===== src/rtl/eth_mac_tx_framer.sv =====
// Transmit MAC framer: byte-wide AXI-Stream in, GMII out with preamble, SFD, zero pad, CRC-32 FCS and IFG.
// Every GMII output and stat pulse is registered from the next-state logic.
module eth_mac_tx_framer #(
   parameter int MIN_FRAME_BYTES = 60,
   parameter int PREAMBLE_BYTES  = 7,
   parameter int IFG_BYTES       = 12
) (
   input  logic       clk_125mhz,
   input  logic       rst_n,
   input  logic [7:0] s_axis_tdata,
   input  logic       s_axis_tvalid,
   output logic       s_axis_tready,
   input  logic       s_axis_tlast,
   input  logic       s_axis_tuser,
   output logic [7:0] gmii_txd,
   output logic       gmii_tx_en,
   output logic       gmii_tx_er,
   output logic       tx_busy,
   output logic       stat_frame_done,
   output logic       stat_underrun
);

   typedef enum logic [2:0] {
      S_IDLE,
      S_PREAMBLE,
      S_SFD,
      S_DATA,
      S_PAD,
      S_FCS,
      S_IFG,
      S_DROP
   } state_t;

   localparam logic [16:0] MIN_LEN  = 17'(MIN_FRAME_BYTES);
   localparam logic [15:0] PRE_LAST = 16'(PREAMBLE_BYTES - 1);
   localparam logic [15:0] IFG_LAST = 16'(IFG_BYTES - 1);
   localparam logic [31:0] CRC_INIT = 32'hFFFF_FFFF;
   localparam logic [31:0] CRC_POLY = 32'hEDB8_8320;

   // Reflected CRC-32, one byte per call, LSB of the byte first.
   function automatic logic [31:0] crc32_byte(input logic [31:0] crc_in, input logic [7:0] data);
      logic [31:0] c;
      c = crc_in ^ {24'h00_0000, data};
      for (int i = 0; i < 8; i++) begin
         c = c[0] ? ((c >> 1) ^ CRC_POLY) : (c >> 1);
      end
      return c;
   endfunction

   state_t      r_state;
   state_t      w_state_nxt;
   logic [15:0] r_cnt;
   logic [15:0] w_cnt_nxt;
   logic [31:0] r_crc;
   logic [31:0] w_crc_nxt;
   logic [7:0]  r_txd;
   logic [7:0]  w_txd_nxt;
   logic        r_tx_en;
   logic        w_tx_en_nxt;
   logic        r_tx_er;
   logic        w_tx_er_nxt;
   logic        r_frame_done;
   logic        w_frame_done_nxt;
   logic        r_underrun;
   logic        w_underrun_nxt;

   logic [16:0] w_cnt_plus1;
   logic [15:0] w_cnt_sat;
   logic [31:0] w_crc_data;
   logic [31:0] w_crc_pad;

   assign w_cnt_plus1 = {1'b0, r_cnt} + 17'd1;
   assign w_cnt_sat   = (r_cnt == 16'hFFFF) ? r_cnt : w_cnt_plus1[15:0];
   assign w_crc_data  = crc32_byte(r_crc, s_axis_tdata);
   assign w_crc_pad   = crc32_byte(r_crc, 8'h00);

   always_comb begin
      // NOTE: every signal gets a default before the case so no path can infer a latch.
      w_state_nxt      = r_state;
      w_cnt_nxt        = r_cnt;
      w_crc_nxt        = r_crc;
      w_txd_nxt        = 8'h00;
      w_tx_en_nxt      = 1'b0;
      w_tx_er_nxt      = 1'b0;
      w_frame_done_nxt = 1'b0;
      w_underrun_nxt   = 1'b0;

      case (r_state)
         S_IDLE: begin
            if (s_axis_tvalid) begin
               w_state_nxt = S_PREAMBLE;
               w_txd_nxt   = 8'h55;
               w_tx_en_nxt = 1'b1;
               w_cnt_nxt   = 16'd1;
            end
         end
         S_PREAMBLE: begin
            w_txd_nxt   = 8'h55;
            w_tx_en_nxt = 1'b1;
            w_cnt_nxt   = w_cnt_plus1[15:0];
            if (r_cnt >= PRE_LAST) w_state_nxt = S_SFD;
         end
         S_SFD: begin
            w_txd_nxt   = 8'hD5;
            w_tx_en_nxt = 1'b1;
            w_crc_nxt   = CRC_INIT;
            w_cnt_nxt   = 16'd0;
            w_state_nxt = S_DATA;
         end
         S_DATA: begin
            if (s_axis_tvalid) begin
               w_txd_nxt   = s_axis_tdata;
               w_tx_en_nxt = 1'b1;
               w_tx_er_nxt = s_axis_tuser;
               w_crc_nxt   = w_crc_data;
               w_cnt_nxt   = w_cnt_sat;
               if (s_axis_tlast) begin
                  if (w_cnt_plus1 < MIN_LEN) begin
                     w_state_nxt = S_PAD;
                  end else begin
                     w_state_nxt = S_FCS;
                     w_cnt_nxt   = 16'd0;
                  end
               end
            end else begin
               // Source starved mid-frame: poison the frame on the wire and flush the rest.
               w_tx_en_nxt    = 1'b1;
               w_tx_er_nxt    = 1'b1;
               w_underrun_nxt = 1'b1;
               w_state_nxt    = S_DROP;
            end
         end
         S_PAD: begin
            w_tx_en_nxt = 1'b1;
            w_crc_nxt   = w_crc_pad;
            w_cnt_nxt   = w_cnt_plus1[15:0];
            if (w_cnt_plus1 >= MIN_LEN) begin
               w_state_nxt = S_FCS;
               w_cnt_nxt   = 16'd0;
            end
         end
         S_FCS: begin
            w_txd_nxt   = ~r_crc[7:0];
            w_tx_en_nxt = 1'b1;
            w_crc_nxt   = {8'hFF, r_crc[31:8]};
            w_cnt_nxt   = w_cnt_plus1[15:0];
            if (r_cnt[1:0] == 2'd3) begin
               w_frame_done_nxt = 1'b1;
               w_state_nxt      = S_IFG;
               w_cnt_nxt        = 16'd0;
            end
         end
         S_IFG: begin
            w_cnt_nxt = w_cnt_plus1[15:0];
            if (r_cnt >= IFG_LAST) begin
               w_state_nxt = S_IDLE;
               w_cnt_nxt   = 16'd0;
            end
         end
         S_DROP: begin
            if (s_axis_tvalid && s_axis_tlast) begin
               w_state_nxt = S_IFG;
               w_cnt_nxt   = 16'd0;
            end
         end
         default: w_state_nxt = S_IDLE;
      endcase
   end

   always_ff @(posedge clk_125mhz or negedge rst_n) begin
      if (!rst_n) begin
         r_state      <= S_IDLE;
         r_cnt        <= 16'd0;
         r_crc        <= CRC_INIT;
         r_txd        <= 8'h00;
         r_tx_en      <= 1'b0;
         r_tx_er      <= 1'b0;
         r_frame_done <= 1'b0;
         r_underrun   <= 1'b0;
      end else begin
         // NOTE: non-blocking assignments so every register samples the pre-edge values.
         r_state      <= w_state_nxt;
         r_cnt        <= w_cnt_nxt;
         r_crc        <= w_crc_nxt;
         r_txd        <= w_txd_nxt;
         r_tx_en      <= w_tx_en_nxt;
         r_tx_er      <= w_tx_er_nxt;
         r_frame_done <= w_frame_done_nxt;
         r_underrun   <= w_underrun_nxt;
      end
   end

   // Ready is decoded from the state register only, keeping tvalid out of its path.
   assign s_axis_tready   = (r_state == S_DATA) || (r_state == S_DROP);
   assign tx_busy         = (r_state != S_IDLE);
   assign gmii_txd        = r_txd;
   assign gmii_tx_en      = r_tx_en;
   assign gmii_tx_er      = r_tx_er;
   assign stat_frame_done = r_frame_done;
   assign stat_underrun   = r_underrun;

endmodule


===== config.mk =====
export PLATFORM = sky130hd
export DESIGN_NAME = eth_mac_tx_framer
export DESIGN_NICKNAME = d
export VERILOG_FILES = /design/src/rtl/eth_mac_tx_framer.sv
export SDC_FILE = /design/constraint.sdc
export NUM_CORES = 1
export LEC_CHECK = 0
export BUFFER_PORTS_ARGS = -buffer_cell sky130_fd_sc_hd__buf_2
export CAP_MARGIN = 20
export CORE_MARGIN = 10
export CORE_UTILIZATION = 35
export CTS_CLUSTER_SIZE = 8
export DETAILED_ROUTE_END_ITERATION = 8
export SYNTH_ARGS = -nofsm -noshare
export SYNTH_HDL_FRONTEND = slang
export SYNTH_SLANG_ARGS = --single-unit

===== constraint.sdc =====
create_clock -name clk_125mhz -period 6.9 [get_ports clk_125mhz]
set_input_delay 1.725 -clock clk_125mhz [delete_from_list [all_inputs] [get_ports clk_125mhz]]
set_output_delay 1.725 -clock clk_125mhz [all_outputs]
set_load 0.005 [all_outputs]

Word level (Yosys, flattened, before mapping)
Index checks and enable logic that the tools add are counted.
{ "word_totals": {"reg_bits": 63, "inputBits": 13, "out_inout_bits": 14, "word_cells": 106} }
{ "classes": {"n_addsub": 1, "n_lt_le_gt_ge": 4, "eq_ne": 17, "muxes": 49, "bitwise": 18, "reduce_logical": 9} }
{ "op_table": {"columns": ["cell", "n"], "rows": [
  ["$mux 32", 17],
  ["$not 13->14", 16],
  ["$mux 16", 9],
  ["$pmux 16 s8", 1],
  ["$pmux 32 s4", 1],
  ["$pmux 8 s5", 1],
  ["$xor 32x8->32", 1],
  ["$mux 3", 8],
  ["$pmux 3 s8", 1],
  ["$add 16x1->17 const B", 1],
  ["$ge 17x6->1 const B", 1],
  ["$lt 17x6->1 const B", 1],
  ["$eq 16x16->1 const B", 1],
  ["$ge 16x3->1 const B", 1],
  ["$ge 16x4->1 const B", 1],
  ["$ne 2x2->1 const B", 7],
  ["$eq 3x3->1 const B", 4],
  ["$mux 1", 8],
  ["$mux 8", 1],
  ["$not 8->8", 1],
  ["$mux 7", 1],
  ["$reduce_and 7->1", 1],
  ["$eq 3x2->1 const B", 2],
  ["$reduce_or 5->1", 1],
  ["other kinds (11)", 11]
]} }

Logic depth before layout (Yosys ltp)
Gate-level depths: netlist (run 1).
{ "logic_depth": {"depth_word": 19, "depth_mapped": 12, "depth_no_buf": 10} }

Least setup slack after synthesis (run 1)
Ideal clock, no wire load.
{ "synth_timing": {"kind": "input-to-reg", "startpoint": "input port s_axis_tdata[0]", "endpoint": "register r_crc[22]", "setup_ns": 0.082, "arrival_ns": 3.535, "required_ns": 6.818, "path_slack_ns": 3.284, "cell_stages": 7, "n_path_buf": 0, "path_cell_list": "xor2_1 > xnor2_1 > xnor2_1 > xor3_1 > o21ai_0 > a21oi_1 > nor3_1"} }
{ "synth_via": {"elab_chain_len": 15} }
{ "synth_rtl": {"columns": ["element", "line", "rtl"], "rows": [
  ["start, declared", "10", "input logic [7:0] s_axis_tdata,"],
  ["$xor 32x8->32 (*)", "43", "c = crc_in ^ {24'h00_0000, data};"],
  ["$mux 32 (*) (2 in a row)", "45", "c = c[0] ? ((c >> 1) ^ CRC_POLY) : (c >> 1);"],
  ["$not 13->14 (no source line)", null, null],
  ["$mux 32 (*)", "45", null],
  ["$not 13->14 (no source line)", null, null],
  ["$mux 32 (*) (2 in a row)", "45", null],
  ["$not 13->14 (no source line)", null, null],
  ["$mux 32 (*)", "45", null],
  ["$not 13->14 (no source line)", null, null],
  ["$mux 32 (*) (2 in a row)", "45", null],
  ["$mux 32 (*)", "111", "if (s_axis_tvalid) begin"],
  ["$pmux 32 s4 (*)", "88", "case (r_state)"],
  ["end signal, assigned", "184", "r_crc <= w_crc_nxt;"],
  ["end, declared", "54", "logic [31:0] r_crc;"]
]} }
Every way passes the cells marked *; elsewhere a longest branch is shown, timed or not. The select of a mux whose other input is x is not followed.
A chain may end at the register's enable or synchronous reset.

Final worst setup path (run 1)
{ "layout_timing": {"startpoint": "input port s_axis_tvalid", "endpoint": "register r_crc[22]"} }
{ "layout_via": {"elab_chain_len": 2} }
{ "layout_rtl": {"columns": ["element", "line", "rtl"], "rows": [
  ["start, declared", "11", "input logic s_axis_tvalid,"],
  ["$ne 2x2->1 (no source line)", null, null],
  ["$reduce_and 2->1 (no source line)", null, null]
]} }
Every way passes these cells.

==> out/qor.csv, run 1 <==
metric;value;unit
status;finished clean;
Final min period;4.251;ns
ys flop type;dfstp_2;
Final Cycle Share;0.6161;
Syn-to-layout area delta;10.44;%
worst path arrival time;4.51;ns
critical path's slowest cell;nor2_1;
Synth cell types;70;
die area;19500;µm²
die width;139.6;µm
syn_area_per_cell;8.320;µm²
share of the synthesized area in the top cell type;0.1679;
RSZ-0062 raised after global routing;false;
Worst path depth;9;
post_cts resized;0;
met1 usage;0.2107;
Setup TNS;0;ns
postcts setup bufs;0;
Max clock buf depth;2;
slew margin rel.;0.3878;
# hold bufs at CTS;0;
# setup viols final;0;
delay-heaviest family, CP;simple AND/OR/NAND/NOR gates;
post-synth top area cell;dfstp_2;
syn nets;618;
Setup CP Type;in -> reg;
GP Congestion;0.9562;
met2 Track Usage GR;0.2205;
antenna violations before repair;0;
diode count;0;
Die Y-Extent;139.6;µm
Synth area leaders;dfstp_2 17%, dfrtp_1 15%, xnor2_1 13%;
CTS tree;done;
WL final;14690;µm
commonest non-fill, non-tap cells in the layout;76 x xnor2_1, 68 x nor2_1, 57 x o21ai_0;
commonest non-fill, non-tap cell in the layout;xnor2_1;
IO Count;27;
first-pass GRT wire length;23790;µm
Syn. warnings;0;
Max Freq;0.2352;GHz
CTS Buf Count;9;
GRT Total Usage;0.1481;
clk_lat worst skew;0.33;ns
Hold WS;0.4986;ns
crit-path cells;buf_2, o21ai_0, a21oi_1, nand2_1, nor2_1, nor2_1, a211o_1, a21oi_1, nor3_1;
Layout Nets;621;
Clock Skew;0.009295;ns
Crit. End Element;register;
# rows;43;
hpwl dp;10220;µm
Post-synth ARST share;1.000;
critical path's largest stage delay;0.58;ns
worst-path fanout max;15;
DRC;0;
crit path buf inv count;1;
hold path depth;2;
Cell Pwr Density;643.0;nW/µm²
area of the mapped netlist;5009;µm²
Synth Instances;602;
sequential fraction of the synthesis area;0.3228;
worst path required time;7.16;ns
layout cells sized above 1;0.1607;
hold crit path type;reg -> reg;
fin. max-slew vios;0;
IO Port Bufs;26;
grt met3 use;0.02042;
P_leak;2.173;nW
Clock transition at path regs;0.05;ns
Slew @ Worst Pin;0.9153;ns
grt total ovfl;0;
number of synthesized register bits;63;
Routed Antenna Nets;0;
final hold violations;0;
DR WL/cell;18.59;µm
vias per inst;5.687;
Core ar.;13930;µm²
vias in the first global route;4260;
Worst setup SP type;input pin;
htree depth;3;
largest net degree at the start of global routing;64;
Post-synth EDFFs;0;
Starting DRT DRC Count;501;
maximum VDD drop;0.2060;mV
initial cell density of the core;0.3594;
CTS sink count;63;
max_cap viols;0;
worst r2r path cells;10;
gr busiest metal;met2;
Clock Tree Root;clkbuf_16;
DR vias;4493;
drt first pass iters;5;
Total Power;3.557;mW
## flip-flops by register name, indices dropped and copies added, names as in the netlist, named ones only
name / cells
gmii_tx_er: 1
r_crc: 32
gmii_txd: 8
stat_frame_done: 1
gmii_tx_en: 1
r_cnt: 16
stat_underrun: 1
r_state: 2
## cells in the mapped netlist (all sizes together) (2+ instances only)
library cell / number
xnor2: 77
nor2: 69
o21ai: 60
a21oi: 48
nand2: 40
xor2: 40
dfstp: 32
clkbuf: 31
dfrtp: 31
inv: 15
nand3: 13
buf: 10
o22ai: 9
a221oi: 7
and3: 7
nand2b: 7
nand4: 7
nor4: 7
nor2b: 6
nor3: 6
or3: 6
nand3b: 5
o211ai: 5
a21boi: 4
a22oi: 4
mux2i: 4
a21o: 3
a22o: 3
ha: 3
mux2: 3
o21a: 3
o221ai: 3
o22a: 3
o31ai: 3
a31oi: 2
a32o: 2
and2: 2
and4: 2
nor3b: 2
nor4b: 2
o21bai: 2
## logic make-up (layout without fill, tap and decap cells)
family                   after synthesis  after routing  share of synthesized area
buffers and inverters                 56             64                    0.04546
adder cells (fa/ha/maj)                3              3                   0.007495
flip-flops                            63             63                     0.3228
multiplexers                           7              7                    0.01474
AO/OA/AOI/OAI                        171            171                     0.2128
XOR/XNOR                             118            118                     0.2123
AND/OR/NAND/NOR                      184            184                     0.1844
## tightest hold or removal path, stage by stage (launching register included)
cell     delay, ns
dfstp_2       0.37
inv_1         0.04
o21ai_0       0.07
## metal layers
| metal | wire length [µm] | vias to the layer above |
|---|---|---|
| met1 | 7124 | 2203 |
| met2 | 6577 | 148 |
| met5 | 0 | - |
| li1 | - | 2124 |
| met4 | 236 | 0 |
| met3 | 749 | 18 |
## layout make-up
type	count	area, µm²
clock inverter	5	50.05
fill	1404	8403
inverter	15	56.30
multi-input combinational	483	3168
sequential	63	1617
clock buffer	11	232.7
tap	180	225.2
timing repair buffer	33	182.7
## metrics by stage
step	std cells	instance area (µm²)	util	setup WS, ns
after floorplan	602	5009	-	3.284
after global placement	774	5249	0.3767	2.541
after detailed placement	774	5249	0.3767	2.391
after CTS	790	5532	0.3970	2.732
after global routing	790	5532	0.3970	2.436
final	790	5532	0.3970	2.649
## worst paths after layout
kind	startpoint	end	slack [ns]
max in group asynchronous	rst_n	r_cnt[11]	4.76
worst min-delay path	r_crc[28]	r_crc[28]	0.50
worst min register to register	r_crc[28]	r_crc[28]	0.50
worst max-delay path	s_axis_tvalid	r_crc[22]	2.65
worst max register to register	r_cnt[1]	r_cnt[12]	3.26
min in group asynchronous	rst_n	r_cnt[14]	1.56
## where the power goes
part / total [mW] / switching [mW] / internal, mW
Sequential: 0.778 / 0.206 / 0.572
Clock: 0.444 / 0.167 / 0.277
Combinational: 2.34 / 1.34 / 0.994
Power figures use the tool's default switching activity.
==> inputs of run 2 (changes only) <==
==> constraint.sdc (replaced) <==
create_clock -name clk_125mhz -period 3.8 [get_ports clk_125mhz]
set_input_delay 0.95 -clock clk_125mhz [delete_from_list [all_inputs] [get_ports clk_125mhz]]
set_output_delay 0.95 -clock clk_125mhz [all_outputs]
set_load 0.005 [all_outputs]
==> run 2 against run 1 <==
Net effect: combinational power grew 90%; largest power group unchanged; first-iteration DRC count fell by 23%; clock-buffer cell count rose by 1; sequential power is 80% higher; cell count is 2.3% higher; sequential cell count stayed put; critical path depth rose by 1; register-to-register slack worse by 2.8 ns; critical endpoint is now r_cnt[5].
==> out/qor.csv, run 2 (synthesized netlist as in run 1, its figures left out) <==
metric;value;unit;change
worst path arrival time;3.57;ns;-0.94 ns
sequential share of power;0.207;;-0.012
Die Y-Extent;139.6;µm;unchanged
# setup viols final;0;;unchanged
dpl cells;791;;+2.2%
Crit. End Element;register;;
Pint;3.498;mW;+90%
die area;19500;µm²;unchanged
Gate power share;0.661;;+0.004
# hold bufs at CTS;0;;unchanged
Max clock buf depth;2;;unchanged
DRC;0;;unchanged
status;finished clean;;
max_cap viols;0;;unchanged
maximum VDD drop;0.3868;mV;+88%
met1 usage;0.2165;;+0.005783
Starting DRT DRC Count;386;;-23%
Final Non-Filler Cells;808;;+2.3%
IO Port Bufs;26;;unchanged
Setup CP Type;reg -> reg;;
r2r setup slk;0.45;ns;-2.81 ns
WL final;15510;µm;+5.6%
Clock transition at path regs;0.06;ns;about the same
Clock Skew;0.01009;ns;+0.0007920 ns
vias in the first global route;4547;;+6.7%
antenna violations before repair;0;;unchanged
Post-DP Area;5376;µm²;+2.4%
GP Congestion;0.9602;;+0.42%
layout cells sized above 1;0.1863;;+0.02565
post-route cell area;5714;µm²;+3.3%
drt first pass iters;7;;+2
capturing point of the worst reg2reg path;r_cnt[5];;
commonest non-fill, non-tap cells in the layout;76 x xnor2_1, 68 x nor2_1, 57 x o21ai_0;;
clock share of power;0.132;;+0.007
post_cts resized;0;;unchanged
IO Count;27;;unchanged
commonest non-fill, non-tap cell in the layout;xnor2_1;;
Setup TNS;0;ns;unchanged
CTS sink count;63;;unchanged
Worst setup SP type;register;;
CTS tree;done;;
Max Freq;0.2988;GHz;
vias per inst;5.637;;-0.88%
Largest register FFs;32;;unchanged
Cell Pwr Density;1179;nW/µm²;+83%
DR vias;4555;;+1.4%
Min-Delay Endpoint;r_crc[28];;
grt total ovfl;0;;unchanged
GRT Total Usage;0.1587;;+0.01057
P_sw;3.238;mW;+89%
Top reg by flops;r_crc;;
slew margin rel.;0.4490;;+0.06125
hold path depth;2;;unchanged
Hold Crit Start;r_crc[28];;
fin. max-slew vios;0;;unchanged
Final WS setup;0.4528;ns;-2.196 ns
crit path from;r_cnt[0];;
final hold violations;0;;unchanged
clk_lat worst skew;0.34;ns;about the same
initial cell density of the core;0.3594;;unchanged
diode count;0;;unchanged
grt met3 use;0.03607;;+0.01565
gr busiest metal;met2;;
CTS Buf Count;9;;unchanged
Reg-to-Reg Start;r_cnt[0];;
htree depth;3;;unchanged
Slew @ Worst Pin;0.8206;ns;-0.09466 ns
Total Power;6.736;mW;+89%
Layout Nets;639;;+2.9%
postcts setup bufs;0;;unchanged
# rows;43;;unchanged
first-pass GRT wire length;25230;µm;+6.1%
Final Util;0.4101;;+0.01311
Net Sw Frac;0.4807;;-0.001142
worst-path fanout max;8;;-7
Final Cycle Share;0.8808;;
Routed Antenna Nets;0;;unchanged
largest net degree at the start of global routing;43;;-33%
hpwl dp;11000;µm;+7.7%
RSZ-0062 raised after global routing;false;;
Core ar.;13930;µm²;unchanged
worst r2r path cells;10;;unchanged
P_leak;2.280;nW;+4.9%
Hold WS;0.4930;ns;-0.005569 ns
hold crit path type;reg -> reg;;
Place WS;0.5221;ns;-1.869 ns
Final min period;3.347;ns;
Syn-to-layout area delta;14.09;%;
met2 Track Usage GR;0.2369;;+0.01641
DR WL/cell;19.20;µm;+3.3%
worst path required time;4.02;ns;-3.14 ns
Clock Tree Root;clkbuf_16;;
die width;139.6;µm;unchanged
-- run 2: power by group through the flow --
stage | combinational (mW) | clock [mW] | sequential (mW)
global placement | 4.35 | 0 | 1.39
CTS | 4.41 | 0.907 | 1.39
detailed placement | 4.36 | 0 | 1.39
global route | 4.86 | 0.940 | 1.43
finish | 4.45 | 0.890 | 1.40
floorplan | 3.47 | 0 | 1.19
-- run 2: worst max-delay path by stage --
stage,slack (ns),end
after floorplan,0.93,r_cnt[6]
after global placement,0.53,r_crc[20]
after detailed placement,0.52,r_cnt[5]
after CTS,0.51,r_cnt[5]
after global routing,0.21,r_cnt[5]
final,0.45,r_cnt[5]
-- run 2: critical path, cell delays in order, from the launching register on --
cell       delay (ns)
dfrtp_1          0.45
ha_1             0.30
nand3_1          0.14
or3_1            0.52
mux2i_1          0.18
o2111ai_2        0.35
nor4_4           0.12
nor3_2           0.52
o21ai_1          0.18
a31o_2           0.29
a22o_1           0.18
-- run 2: area by class of cell --
cell class              count  area (µm²)
clock buffers              12       267.8
clock inverters             4       50.05
multi-input cells         483        3168
inverters                  15       56.30
flip-flops and latches     63        1617
well taps                 180       225.2
fillers                  1384        8220
repair buffers             51       330.3
-- run 2: routing by layer --
layer	share of wire	vias to the layer above
li1	-	2146
met1	0.46	2187
met2	0.44	196
met3	0.076	26
met4	0.022	0
met5	0	-
